==> src/rtl/color_manager_pattern_gen.sv <==
// Test-pattern generator fed by the colour-manager pixel counter: turns the per-line
// valid window and pixel count into registered RGB (bars, solid, checker, ramp), 2-cycle latency.
module color_manager_pattern_gen #(
  parameter int FRONTPORCH_WIDTH = 11,
  parameter int COLOR_WIDTH      = 8,
  parameter int LINE_SHIFT       = 3
) (
  input  logic                          Clk,
  input  logic                          Rst_n,
  input  logic                          Counter_Valid,
  input  logic [FRONTPORCH_WIDTH-1:0]   CounterP,
  input  logic                          Frame_Start,
  input  logic [1:0]                    Mode,
  input  logic [FRONTPORCH_WIDTH-1:0]   Bar_Width,
  input  logic [3*COLOR_WIDTH-1:0]      Solid_Color,
  output logic [COLOR_WIDTH-1:0]        Red,
  output logic [COLOR_WIDTH-1:0]        Green,
  output logic [COLOR_WIDTH-1:0]        Blue,
  output logic                          Color_Valid
);

  localparam int FW = FRONTPORCH_WIDTH;
  localparam int CW = COLOR_WIDTH;

  logic                 cv_d;
  logic                 rise;
  logic                 fall;
  logic [1:0]           sh_mode;
  logic [FW-1:0]        sh_width;
  logic [3*CW-1:0]      sh_color;
  logic [FW-1:0]        eff_width_m1;
  logic [FW-1:0]        sub_cnt;
  logic [2:0]           bar_idx;
  logic [FW-1:0]        cp_r;
  logic                 v1;
  logic [LINE_SHIFT:0]  line_cnt;
  logic [CW-1:0]        nxt_r;
  logic [CW-1:0]        nxt_g;
  logic [CW-1:0]        nxt_b;

  assign rise         = Counter_Valid & ~cv_d;
  assign fall         = ~Counter_Valid & cv_d;
  assign eff_width_m1 = (sh_width == '0) ? '0 : sh_width - 1'b1;

  // Edge history follows the input even in reset, so a line already running when
  // reset releases is not mistaken for a new line start.
  always_ff @(posedge Clk) begin
    if (!Rst_n) begin
      cv_d     <= Counter_Valid;
      sh_mode  <= '0;
      sh_width <= '0;
      sh_color <= '0;
      line_cnt <= '0;
      sub_cnt  <= '0;
      bar_idx  <= '0;
      cp_r     <= '0;
      v1       <= 1'b0;
    end else begin
      cv_d <= Counter_Valid;
      v1   <= Counter_Valid;
      cp_r <= CounterP;
      if (rise) begin
        sh_mode  <= Mode;
        sh_width <= Bar_Width;
        sh_color <= Solid_Color;
      end
      if (Frame_Start) begin
        line_cnt <= '0;
      end else if (fall) begin
        line_cnt <= line_cnt + 1'b1;
      end
      if (Counter_Valid) begin
        if (rise) begin
          sub_cnt <= '0;
          bar_idx <= '0;
        end else if (sub_cnt == eff_width_m1) begin
          sub_cnt <= '0;
          bar_idx <= bar_idx + 3'd1;
        end else begin
          sub_cnt <= sub_cnt + 1'b1;
        end
      end
    end
  end

  always_comb begin
    nxt_r = '0;
    nxt_g = '0;
    nxt_b = '0;
    if (v1) begin
      case (sh_mode)
        2'd0: begin
          // Bit mapping yields white, yellow, cyan, green, magenta, red, blue, black.
          nxt_r = {CW{~bar_idx[1]}};
          nxt_g = {CW{~bar_idx[2]}};
          nxt_b = {CW{~bar_idx[0]}};
        end
        2'd1: {nxt_r, nxt_g, nxt_b} = sh_color;
        2'd2: begin
          if (bar_idx[0] ^ line_cnt[LINE_SHIFT]) begin
            {nxt_r, nxt_g, nxt_b} = sh_color;
          end
        end
        default: begin
          nxt_r = cp_r[CW-1:0];
          nxt_g = cp_r[CW-1:0];
          nxt_b = cp_r[CW-1:0];
        end
      endcase
    end
  end

  always_ff @(posedge Clk) begin
    if (!Rst_n) begin
      Red         <= '0;
      Green       <= '0;
      Blue        <= '0;
      Color_Valid <= 1'b0;
    end else begin
      Red         <= nxt_r;
      Green       <= nxt_g;
      Blue        <= nxt_b;
      Color_Valid <= v1;
    end
  end

endmodule

==> config.mk <==
export PLATFORM = sky130hd
export DESIGN_NAME = color_manager_pattern_gen
export DESIGN_NICKNAME = d
export VERILOG_FILES = /design/src/rtl/color_manager_pattern_gen.sv
export SDC_FILE = /design/constraint.sdc
export NUM_CORES = 1
export LEC_CHECK = 0
export CORE_MARGIN = 5
export CORE_UTILIZATION = 50
export DETAILED_ROUTE_END_ITERATION = 10
export PLACE_DENSITY_LB_ADDON = 0.1
export SLEW_MARGIN = 15
export SYNTH_ARGS = -nofsm -noshare
export SYNTH_HDL_FRONTEND = slang
export SYNTH_SLANG_ARGS = --single-unit
==> constraint.sdc <==
create_clock -name Clk -period 5.1 [get_ports Clk]
set_input_delay 1.02 -clock Clk [delete_from_list [all_inputs] [get_ports Clk]]
set_output_delay 1.02 -clock Clk [all_outputs]
set_load 0.01 [all_outputs]
### Word-level counts from Yosys, hierarchy flattened

Cells that the tools add are included.

| operators by class | value |
|---|---|
| reductions and logical operators | 6 |
| bitwise gates (word level) | 9 |
| equality and inequality tests | 3 |
| mux-type cells | 11 |
| add/subtract/negate cells | 4 |

Operators with widths:

| operator | count |
|---|---|
| 8-bit one-hot mux with 3 select lines | 3 |
| 11-bit two-way mux | 3 |
| 8-bit two-way mux | 3 |
| 11-bit by 1-bit adder with 11-bit output, second input constant | 1 |
| 11-bit equality test | 1 |
| 11-bit zero test | 1 |
| 11-bit by 1-bit subtractor with 11-bit output, second input constant | 1 |
| 3-bit two-way mux | 2 |
| 1-bit NOT | 6 |
| 4-bit by 1-bit adder with 4-bit output, second input constant | 1 |
| 2-bit AND reduction | 2 |
| 3-bit by 1-bit adder with 3-bit output, second input constant | 1 |
| 1-bit AND | 2 |
| 2-bit by 1-bit equality test with 1-bit output, second input constant | 1 |
| 2-bit equality test, second input constant | 1 |
| 2-bit zero test | 1 |
| 2-bit nonzero test | 1 |
| 2-bit OR reduction | 1 |
| 1-bit bitwise XOR | 1 |

| word-level totals | value |
|---|---|
| register bits after elaboration | 90 |

### Longest topological paths before layout

Gate-level depths: netlist (run 1).

| logic depth | value |
|---|---|
| depth in word-level cells | 5 |
| depth in mapped cells | 10 |
| mapped depth without buffers | 10 |

### Worst setup path after synthesis (run 1)

No wires, ideal clock.

| timing path | value |
|---|---|
| kind | register to register |
| start | register sh_width[0] |
| end | register bar_idx[1] |
| buffers on the path | 0 |
| setup time | 0.120 ns |
| slack | 2.687 ns |
| data required time | 4.980 ns |
| data arrival time | 2.293 ns |
| clock period less this slack | 2.413 ns |
| stages on the path, launching flop included | 11 |
| cells stage by stage | dfxtp_1 inv_1 ha_1 nor4b_1 nor4_4 nor3_1 o22ai_2 nor4_4 nand2_2 and3_1 o31a_1 |

| between the ends | value |
|---|---|
| word-level cells in the longest chain between the ends | 5 |

RTL lines:

| what | RTL line | text |
|---|---|---|
| start, declared | 29 | `logic [FW-1:0] sh_width;` |
| start signal, assigned | 64 | `sh_width <= Bar_Width;` |
| 11-bit by 1-bit subtractor with 11-bit output or 11-bit zero test (tied branches) | 43 | `assign eff_width_m1 = (sh_width == '0) ? '0 : sh_width - 1'b1;` |
| 11-bit two-way mux (*) | 43 |  |
| 11-bit equality test (*) | 76 | `end else if (sub_cnt == eff_width_m1) begin` |
| 2-bit nonzero test (no source line) (*) | n/a |  |
| 2-bit AND reduction (no source line) (*) | n/a |  |
| end signal, assigned | 78 | `bar_idx <= bar_idx + 3'd1;` |
| end, declared | 33 | `logic [2:0] bar_idx;` |

Every way passes the cells marked *; elsewhere a longest branch is shown, timed or not.
A chain may end at the register's enable or synchronous reset.

### Final worst setup path (run 1)

| timing path | value |
|---|---|
| start | register sh_width[0] |
| end | register sub_cnt[9] |

| between the ends | value |
|---|---|
| word-level cells in the longest chain between the ends | 5 |

RTL lines:

| what | RTL line | text |
|---|---|---|
| 11-bit by 1-bit subtractor with 11-bit output or 11-bit zero test (tied branches) | 43 |  |
| 11-bit two-way mux (*) | 43 |  |
| 11-bit equality test (*) | 76 |  |
| 11-bit two-way mux (*) | 76 |  |
| 11-bit two-way mux (*) | 73 | `if (rise) begin` |
| end signal, assigned | 80 | `sub_cnt <= sub_cnt + 1'b1;` |
| end, declared | 32 | `logic [FW-1:0] sub_cnt;` |

Marks and branches as above.

==> flow_summary.yaml, run 1 <==
global_routing:
  grt_pass1_wl_mm: 15.01
  grt_max_degree: 39
  antenna_found_initial: 0
  grt-ovfl-total: 0
  grt_usage_pct: 18.95
  first_global_vias: 3184
synth:
  synth_edf_count: 0
  ys_top_cells_by_area: "dfxtp_1, nand2_1, a21boi_0"
  yosysWarnings: 0
  synth_seq_cells: 90
  synth_area_sq_mm: 0.003847
  syn_nets: 506
  synth_top_area_share_pct: 46.83
  syn_area_per_cell_sq_um: 8.550
  synth.distinct_cells: 43
  yosys.area.top_type: "dfxtp_1"
  yosysSeqAreaShare_pct: 46.83
  synthCells: 450
  ys.flop_type: "dfxtp_1"
  async_reset_ff_share_pct: 0
power:
  p_leak_uw: 0.001816
  ir_drop_mv: 0.1531
  powerDensity_mw_per_mm2: 298.1
  p_total_uw: 1443
routing:
  num_vias: 3267
  drt_wl_total_mm: 8.805
  viasPerCell: 5.295
  detail-route-antenna-nets: 0
  drt_pass1_iterations: 4
  first_iter_violations: 124
  drc: 0
  wl_per_cell_microns: 14.27
die:
  core_sq_mm: 0.007607
  die_x_microns: 97.72
  io_pins: 77
  start_util_pct: 50.58
  die_y_microns: 97.72
  rows: 32
  dieArea_sq_mm: 0.009549
setup_path:
  critPathCaptureType: "flip-flop"
  path_cells: "inv_1 > ha_1 > nor4b_1 > nor4_4 > nor3_1 > o22ai_2 > nor4_4 > nand2_2 > a21bo_2 > and3_1"
  startpoint: "sh_width[0]$_SDFFE_PN0P_"
  arrival_ps: 3000
  crit_slowest_cell: "nor4b_1"
  path_class: "flip-flop to flip-flop"
  crit_top_cell: "nor4_4"
  cp_max_fo: 8
  slowest_delay_ps: 490
  rr_startpoint: "sh_width[0]$_SDFFE_PN0P_"
  worst_ep_required_time_ps: 5350
  crit_path_start_kind: "flip-flop"
cells_and_area:
  layout_common_cells: "nand2_1, dfxtp_1, clkdlybuf4s50_1"
  nNetsFinal: 566
  num_antenna_cells: 0
  layout_commonest_cell: "nand2_1"
  final_cell_count_no_fill: 617
  area_growth_syn_to_layout_pct: 25.79
  drive_above_1_share_pct: 5.825
clock_network:
  numClockSinks: 90
  cts_buffers: 9
  h-tree-depth: 3
  clock_path_buffers: 2
  root_buffer: "clkbuf_8"
  cts_resized: 0
  clk_latency_ps: 360
  postCtsSetupRepairBufs: 0
  cts_hold_buf: 0
  cts_tree: "built"
  path_clk_slew_ps: 100
sta:
  fin_tns_setup_ps: 0
  fmax_ghz: 0.3643
  whs_ps: 466.8
  slew_viol_final: 0
  timing.final.crit_share_pct: 53.82
  max_slew_margin_pct: 42.97
  worst_slew_pin_slew_ps: 853.4
  setup_viol_count_final: 0
  skew_ps: 9.744
  rsz0062_at_grt: "false"
  hold_viol: 0
  fin_crit_ps: 2745
place:
  routabilityCongestion: 0.7933
  port_buffers: 73
  dp_cells: 601
  place_hpwl_mm: 6.032
worst_hold_path:
  hold_start: "sh_color[14]$_SDFFE_PN0P_"
  hp-class: "flip-flop to flip-flop"
job:
  maxCapViolations: 0
outcome:
  status: "finished, final reports clean"
-- per-layer routing --
| layer | vias up | part of all wire [%] | GRT usage (%) |
|---|---|---|---|
| met5 | - | 0 | 0 |
| met3 | 11 | 4.3 | 4.307 |
| met4 | 0 | 2.1 | 6.709 |
| met2 | 66 | 49 | 32.37 |
| met1 | 1533 | 45 | 23.50 |
| li1 | 1657 | - | - |
-- power by group --
part,leakage (uW),internal [uW],total [uW],switching [uW]
Combinational,0.000981,98.1,187,89.3
Clock,0.0000984,234,505,271
Sequential,0.000736,730,751,20.3
-- final timing paths --
| check | to | slack (ps) | cells after the start |
|---|---|---|---|
| worst min-delay path | sh_color[14]$_SDFFE_PN0P_ | 470 | 2 |
| worst max register to register | sub_cnt[9]$_SDFFE_PN0P_ | 2360 | 10 |
| worst min register to register | sh_color[14]$_SDFFE_PN0P_ | 470 | 2 |
| worst max-delay path | sub_cnt[9]$_SDFFE_PN0P_ | 2360 | 10 |
-- stage by stage --
| step | setup slack, ps | area (sq um) | util (%) |
|---|---|---|---|
| after detailed placement | 1998 | 4633 | 60.90 |
| final | 2355 | 4840 | 63.62 |
| after floorplan | 2687 | 3847 | - |
| after CTS | 2363 | 4840 | 63.62 |
| after global routing | 2098 | 4840 | 63.62 |
| after global placement | 2031 | 4633 | 60.90 |
-- layout make-up --
| cell class | count | area [sq um] |
|---|---|---|
| fillers | 681 | 2768 |
| repair buffers | 77 | 760.7 |
| clock inverters | 7 | 82.58 |
| multi-input cells | 324 | 1913 |
| clock buffers | 9 | 123.9 |
| well taps | 102 | 127.6 |
| flip-flops and latches | 90 | 1802 |
| inverters | 8 | 30.03 |
-- cells in the mapped netlist (4+ instances only) --
library cell  number
nor2_1            11
o21ai_0            4
buf_1              7
nand2_1          117
a21boi_0          38
or3_1              5
nand3_1           11
nor3_1             6
dfxtp_1           90
and3_1            14
nand4_1            5
clkbuf_1          21
xor2_1             6
ha_1               4
inv_1              8
a21oi_1            5
nor2b_1            6
and2_1            11
a31oi_1           26
mux2i_1            6
xnor2_1           12
o21a_1             5
-- critical path, delay by kind of cell (launching register included) --
family                     cells  cell delay (ps)
AOI/OAI and AO/OA              2              420
DFF                            1              400
buffers and inverters          1               90
and+or+nand+nor                6             1430
adders and majority gates      1              290
-- state kept, by name, summed over array words and instances, names as in the netlist, 2 cells and up --
| name | cells |
|---|---|
| sh_color | 24 |
| sh_width | 11 |
| sub_cnt | 11 |
| Blue | 8 |
| Green | 8 |
| Red | 8 |
| cp_r | 8 |
| line_cnt | 4 |
| bar_idx | 3 |
| sh_mode | 2 |
-- logic make-up after synthesis --
logic type	after synthesis	synth area share [%]
flip-flops	90	46.83
buffers and inverters	36	3.512
AND/OR/NAND/NOR	207	26.44
adder cells (fa/ha/maj)	4	1.301
AO/OA/AOI/OAI	89	16.26
multiplexers	6	1.561
XOR/XNOR	18	4.098
Power figures use the tool's default switching activity.
==> run 2: changes to the inputs <==
--- a/config.mk
+++ b/config.mk
@@ -6,7 +6,7 @@
 export NUM_CORES = 1
 export LEC_CHECK = 0
 export CORE_MARGIN = 5
-export CORE_UTILIZATION = 50
+export CORE_UTILIZATION = 46
 export DETAILED_ROUTE_END_ITERATION = 10
 export PLACE_DENSITY_LB_ADDON = 0.1
 export SLEW_MARGIN = 15
==> constraint.sdc (replaced) <==
create_clock -name Clk -period 2.4 [get_ports Clk]
set_input_delay 0.48 -clock Clk [delete_from_list [all_inputs] [get_ports Clk]]
set_output_delay 0.48 -clock Clk [all_outputs]
set_load 0.01 [all_outputs]
==> run 2 against run 1 <==
- the run now ends with negative setup slack left
- highest routed layer unchanged
- cell count up 3.7%
- wire length up 7.4%
- non-clock buffer count up 20
- fmax up 9.6%
- count of clock-buffer cells in the layout unchanged
- sequential cell count unchanged
- critical path depth down 2
- clock power up 150%
- clock skew down 1.1 ps
==> flow_summary.yaml, run 2 (same netlist as run 1, synthesis figures left out) <==
clock_network:
  numClockSinks: 90
  root_buffer: "clkbuf_8"
  cts_tree: "built"
  clock_path_buffers: 2
  h-tree-depth: 3
  clk_latency_ps: 350
  cts_hold_buf: 0
  cts_buffers: 9
  path_clk_slew_ps: 90
cells_and_area:
  drive_above_1_share_pct: 13.27
  nNetsFinal: 586
  area_growth_syn_to_layout_pct: 35.12
  layout_commonest_cell: "nand2_1"
  num_antenna_cells: 0
  fin_area_sq_mm: 0.005199
  final_util_pct: 63.59
  largest_reg_flops: 24
  layout_common_cells: "nand2_1, dfxtp_1, clkdlybuf4s50_1"
  top_regs: "sh_color (24), sh_width (11), sub_cnt (11)"
  top_register: "sh_color"
job:
  maxCapViolations: 0
place:
  postPlaceCellArea_sq_mm: 0.004811
  routabilityCongestion: 0.8367
  port_buffers: 73
  place_hpwl_mm: 6.395
sta:
  worst_slew_pin_slew_ps: 554.4
  layout_setup_ws_ps: -105.6
  slew_viol_final: 0
  fin_crit_ps: 2506
  timing.final.crit_share_pct: 104.4
  fmax_ghz: 0.3991
  hold_viol: 0
  rsz0062_at_grt: "true"
  setup_viol_count_final: 13
  max_slew_margin_pct: 62.74
  whs_ps: 467.8
  skew_ps: 8.682
die:
  core_sq_mm: 0.008175
  start_util_pct: 47.06
  dieArea_sq_mm: 0.01029
  die_x_microns: 101.5
  die_y_microns: 101.5
  io_pins: 77
  rows: 33
routing:
  viasPerCell: 5.250
  first_iter_violations: 113
  drt_wl_total_mm: 9.456
  drc: 0
  drt_pass1_iterations: 4
  num_vias: 3360
  detail-route-antenna-nets: 0
  wl_per_cell_microns: 14.78
setup_path:
  r2r_end: "bar_idx[1]$_SDFFE_PN0P_"
  path_class: "flip-flop to flip-flop"
  worst_ep_required_time_ps: 2650
  cp_max_fo: 7
  r2r_slack_ps: -110
  worstRegToRegCells: 8
  rr_startpoint: "sh_width[6]$_SDFFE_PN0P_"
  crit_path_start_kind: "flip-flop"
  arrival_ps: 2750
  critPathCaptureType: "flip-flop"
global_routing:
  first_global_vias: 3228
  grt_max_degree: 60
  grt_pass1_wl_mm: 15.19
  antenna_found_initial: 0
  grt_usage_pct: 18.58
  grt-ovfl-total: 0
power:
  p_leak_uw: 0.001976
  pwr-share-seq_pct: 47.8
  p_int_uw: 2512
  ir_drop_mv: 0.3248
  p_sw_uw: 820.8
  clkPwrFrac_pct: 37.6
  powerDensity_mw_per_mm2: 641.0
  combPwrFrac_pct: 14.6
  switching_share_pct: 24.63
outcome:
  violations: "negative setup slack"
  status: "complete, but fails checks"
worst_hold_path:
  holdPathEnd: "sh_color[0]$_SDFFE_PN0P_"
  hold_depth: 2
  hold_start: "sh_color[0]$_SDFFE_PN0P_"
  hp-class: "flip-flop to flip-flop"
-- run 2: cell types whose count changed in the layout (fill, tap and decap cells not counted), moves of 3 or more --
cell     before  now
buf_4         4   22
dfxtp_1      90   86
nor3_1        6    3
a21oi_1       5    2
nor3_2        0    3
-- run 2: routing by layer --
| metal | global-route usage, % | vias up | part of all wire [%] |
|---|---|---|---|
| li1 | - | 1699 | - |
| met2 | 32.29 | 76 | 51 |
| met3 | 2.961 | 15 | 4.7 |
| met5 | 0 | - | 0 |
| met4 | 7.055 | 0 | 1.6 |
| met1 | 23.07 | 1570 | 43 |
-- run 2: how the worst max path moves through the flow --
| stage | start | endpoint |
|---|---|---|
| after global placement | sh_width[2]$_SDFFE_PN0P_ | sub_cnt[7]$_SDFFE_PN0P_ |
| after detailed placement | sh_width[2]$_SDFFE_PN0P_ | sub_cnt[7]$_SDFFE_PN0P_ |
| after global routing | sh_width[6]$_SDFFE_PN0P_ | bar_idx[2]$_SDFFE_PN0P_ |
| after CTS | sh_width[2]$_SDFFE_PN0P_ | sub_cnt[9]$_SDFFE_PN0P_ |
| final | sh_width[6]$_SDFFE_PN0P_ | bar_idx[1]$_SDFFE_PN0P_ |
| after floorplan | sh_width[0]$_SDFFE_PN0P_ | bar_idx[1]$_SDFFE_PN0P_ |
-- run 2: final cells by class --
cell class | instances | area, sq um
Fill cell | 719 | 2977
Multi-Input combinational cell | 324 | 2043
Sequential cell | 90 | 1812
Timing Repair Buffer | 97 | 935.9
Tap cell | 105 | 131.4
Clock buffer | 9 | 123.9
Clock inverter | 7 | 122.6
Inverter | 8 | 30.03
-- run 2: per-stage QoR --
stage                     std cells  TNS (ps)  power (uW)  setup slack, ps
after floorplan                 450         0        1857            45.48
after global placement          623    -93.82        2059           -54.37
after global routing            640     -2425        3488           -224.5
after detailed placement        623    -450.3        2069           -183.0
final                           640    -852.3        3332           -105.6
after CTS                       639         0        3329            3.845
-- run 2: repair_timing --
item                                    4_1_cts  5_1_grt
endpoints found under the setup margin       14       14
pin swaps                                     2        5
gates resized for setup                       8       22
buffers inserted                              0        1
gates cloned                                  0        0
-- run 2: critical path, stage by stage, from the launching register on --
cell and delay, ps:
dfxtp_1 430, or4_4 480, o21a_1 210, nor3_1 260
o22ai_2 150, nor4_4 300, nand2_2 120, and3_1 190
o31a_1 260
-- run 2: power by group through the flow --
stage          Clock, uW  Combinational (uW)  Sequential [uW]
2_1_floorplan          0                 232             1630
3_3_place_gp           0                 436             1620
3_5_place_dp           0                 444             1620
4_1_cts             1280                 457             1590
5_1_grt             1360                 528             1600
6_report            1250                 487             1590
==> run 3: changes to the inputs <==
--- a/config.mk
+++ b/config.mk
@@ -6,7 +6,7 @@
 export NUM_CORES = 1
 export LEC_CHECK = 0
 export CORE_MARGIN = 5
-export CORE_UTILIZATION = 46
+export CORE_UTILIZATION = 36
 export DETAILED_ROUTE_END_ITERATION = 10
 export PLACE_DENSITY_LB_ADDON = 0.1
 export SLEW_MARGIN = 15
==> constraint.sdc (replaced) <==
create_clock -name Clk -period 3.1 [get_ports Clk]
set_input_delay 0.62 -clock Clk [delete_from_list [all_inputs] [get_ports Clk]]
set_output_delay 0.62 -clock Clk [all_outputs]
set_load 0.01 [all_outputs]
==> run 3 against run 2 <==
- the run now ends clean
- cell count grew 2.2%
- clock skew increased by 4.5 ps
- clock power shrank 28%
- critical path type unchanged
==> flow_summary.yaml, run 3 (same netlist as run 1, synthesis figures left out) <==
outcome:
  status: "finished, final reports clean"
clock_network:
  postCtsSetupRepairBufs: 0
  clk_latency_ps: 360
  numClockSinks: 90
  root_buffer: "clkbuf_8"
  cts_buffers: 9
  cts_hold_buf: 0
  h-tree-depth: 3
  clock_path_buffers: 2
  path_clk_slew_ps: 90
  cts_tree: "built"
  cts_resized: 0
sta:
  skew_ps: 13.19
  setup_viol_count_final: 0
  rsz0062_at_grt: "false"
  fin_tns_setup_ps: 0
  slew_viol_final: 0
  fin_crit_ps: 2698
  fmax_ghz: 0.3707
  worst_slew_pin_slew_ps: 501.9
  max_slew_margin_pct: 66.07
  timing.final.crit_share_pct: 87.02
  hold_viol: 0
cells_and_area:
  register_area_sq_mm: 0.001802
  nNetsFinal: 569
  top_register: "sh_color"
  multi_input_area_sq_mm: 0.001913
  layout_common_cells: "nand2_1, dfxtp_1, clkdlybuf4s50_1"
  num_antenna_cells: 0
  layout_commonest_cell: "nand2_1"
  top_regs: "sh_color (24), sh_width (11), sub_cnt (11)"
  fin_area_sq_mm: 0.004935
  area_growth_syn_to_layout_pct: 28.26
  largest_reg_flops: 24
  drive_above_1_share_pct: 6.178
  fillers: 1050
place:
  postPlaceCellArea_sq_mm: 0.004711
  place_hpwl_mm: 6.639
  routabilityCongestion: 0.8044
  port_buffers: 73
routing:
  num_vias: 3247
  viasPerCell: 4.965
  detail-route-antenna-nets: 0
  drc: 0
  drt_pass1_iterations: 4
  wl_per_cell_microns: 14.44
  first_iter_violations: 146
  drt_wl_total_mm: 9.446
setup_path:
  critPathCaptureType: "flip-flop"
  path_class: "flip-flop to flip-flop"
  arrival_ps: 2940
  worst_ep_required_time_ps: 3350
  cp_max_fo: 8
  crit_path_start_kind: "flip-flop"
die:
  rows: 37
  start_util_pct: 37.10
  die_y_microns: 113.4
  dieArea_sq_mm: 0.01286
  core_sq_mm: 0.01037
  die_x_microns: 113.4
  io_pins: 77
job:
  maxCapViolations: 0
global_routing:
  grt-ovfl-total: 0
  grt_usage_pct: 15.01
  antenna_found_initial: 0
  grt_pass1_wl_mm: 15.62
  grt_max_degree: 60
  first_global_vias: 3181
worst_hold_path:
  hp-class: "flip-flop to flip-flop"
power:
  combPwrFrac_pct: 12.9
  ir_drop_mv: 0.2737
  powerDensity_mw_per_mm2: 496.6
  pwr-share-seq_pct: 50.4
  p_sw_uw: 619.4
  p_int_uw: 1831
  clkPwrFrac_pct: 36.7
  p_leak_uw: 0.001843
  switching_share_pct: 25.27
==> run 3: metal layers <==
metal,up-vias,GRT usage (%),part of all wire (%)
li1,1670,-,-
met1,1504,19.13,48
met2,67,25.28,47
met3,6,4.138,4.1
met4,0,3.606,0.84
met5,-,0,0
==> run 3: stage by stage <==
step / setup slack [ps] / utilization [%] / cells / power, uW / hold slack [ps]
2_1_floorplan: 687.0 / - / 450 / 1437 / 443.7
3_3_place_gp: 427.5 / 45.43 / 638 / 1575 / 451.0
3_5_place_dp: 379.7 / 45.43 / 638 / 1581 / 457.8
4_1_cts: 371.4 / 47.59 / 654 / 2482 / 470.0
5_1_grt: 143.3 / 47.59 / 654 / 2556 / 489.5
6_report: 402.4 / 47.59 / 654 / 2451 / 468.2
==> run 3: final cells by class <==
| cell class | instances | area share [%] |
|---|---|---|
| clock buffers | 10 | 2.586 |
| inverters | 8 | 0.6085 |
| flip-flops and latches | 90 | 36.51 |
| multi-input cells | 324 | 38.77 |
| well taps | 136 | 3.448 |
| clock inverters | 6 | 1.952 |
| repair buffers | 80 | 16.13 |
==> run 3: power by group through the flow <==
stage	clock network (uW)	registers [uW]	logic [uW]
after floorplan	0	1260	179
after detailed placement	0	1260	320
after global routing	967	1240	347
after global placement	0	1260	314
after CTS	926	1230	321
final	900	1230	316
==> run 3: final timing paths <==
check                           start                        to  slack [ps]  cells after the start
max          sh_width[0]$_SDFFE_PN0P_   sub_cnt[9]$_SDFFE_PN0P_         400                     10
min          sh_color[0]$_SDFFE_PN0P_  sh_color[0]$_SDFFE_PN0P_         470                      2
max reg2reg  sh_width[0]$_SDFFE_PN0P_   sub_cnt[9]$_SDFFE_PN0P_         400                     10
min reg2reg  sh_color[0]$_SDFFE_PN0P_  sh_color[0]$_SDFFE_PN0P_         470                      2
==> run 3: critical path: stages (launching register included) <==
cell,delay [ps]
dfxtp_1,400
inv_1,90
ha_1,280
nor4b_1,460
nor4_4,60
nor3_1,230
o22ai_2,130
nor4_4,340
nand2_2,130
a21bo_2,290
and3_1,190
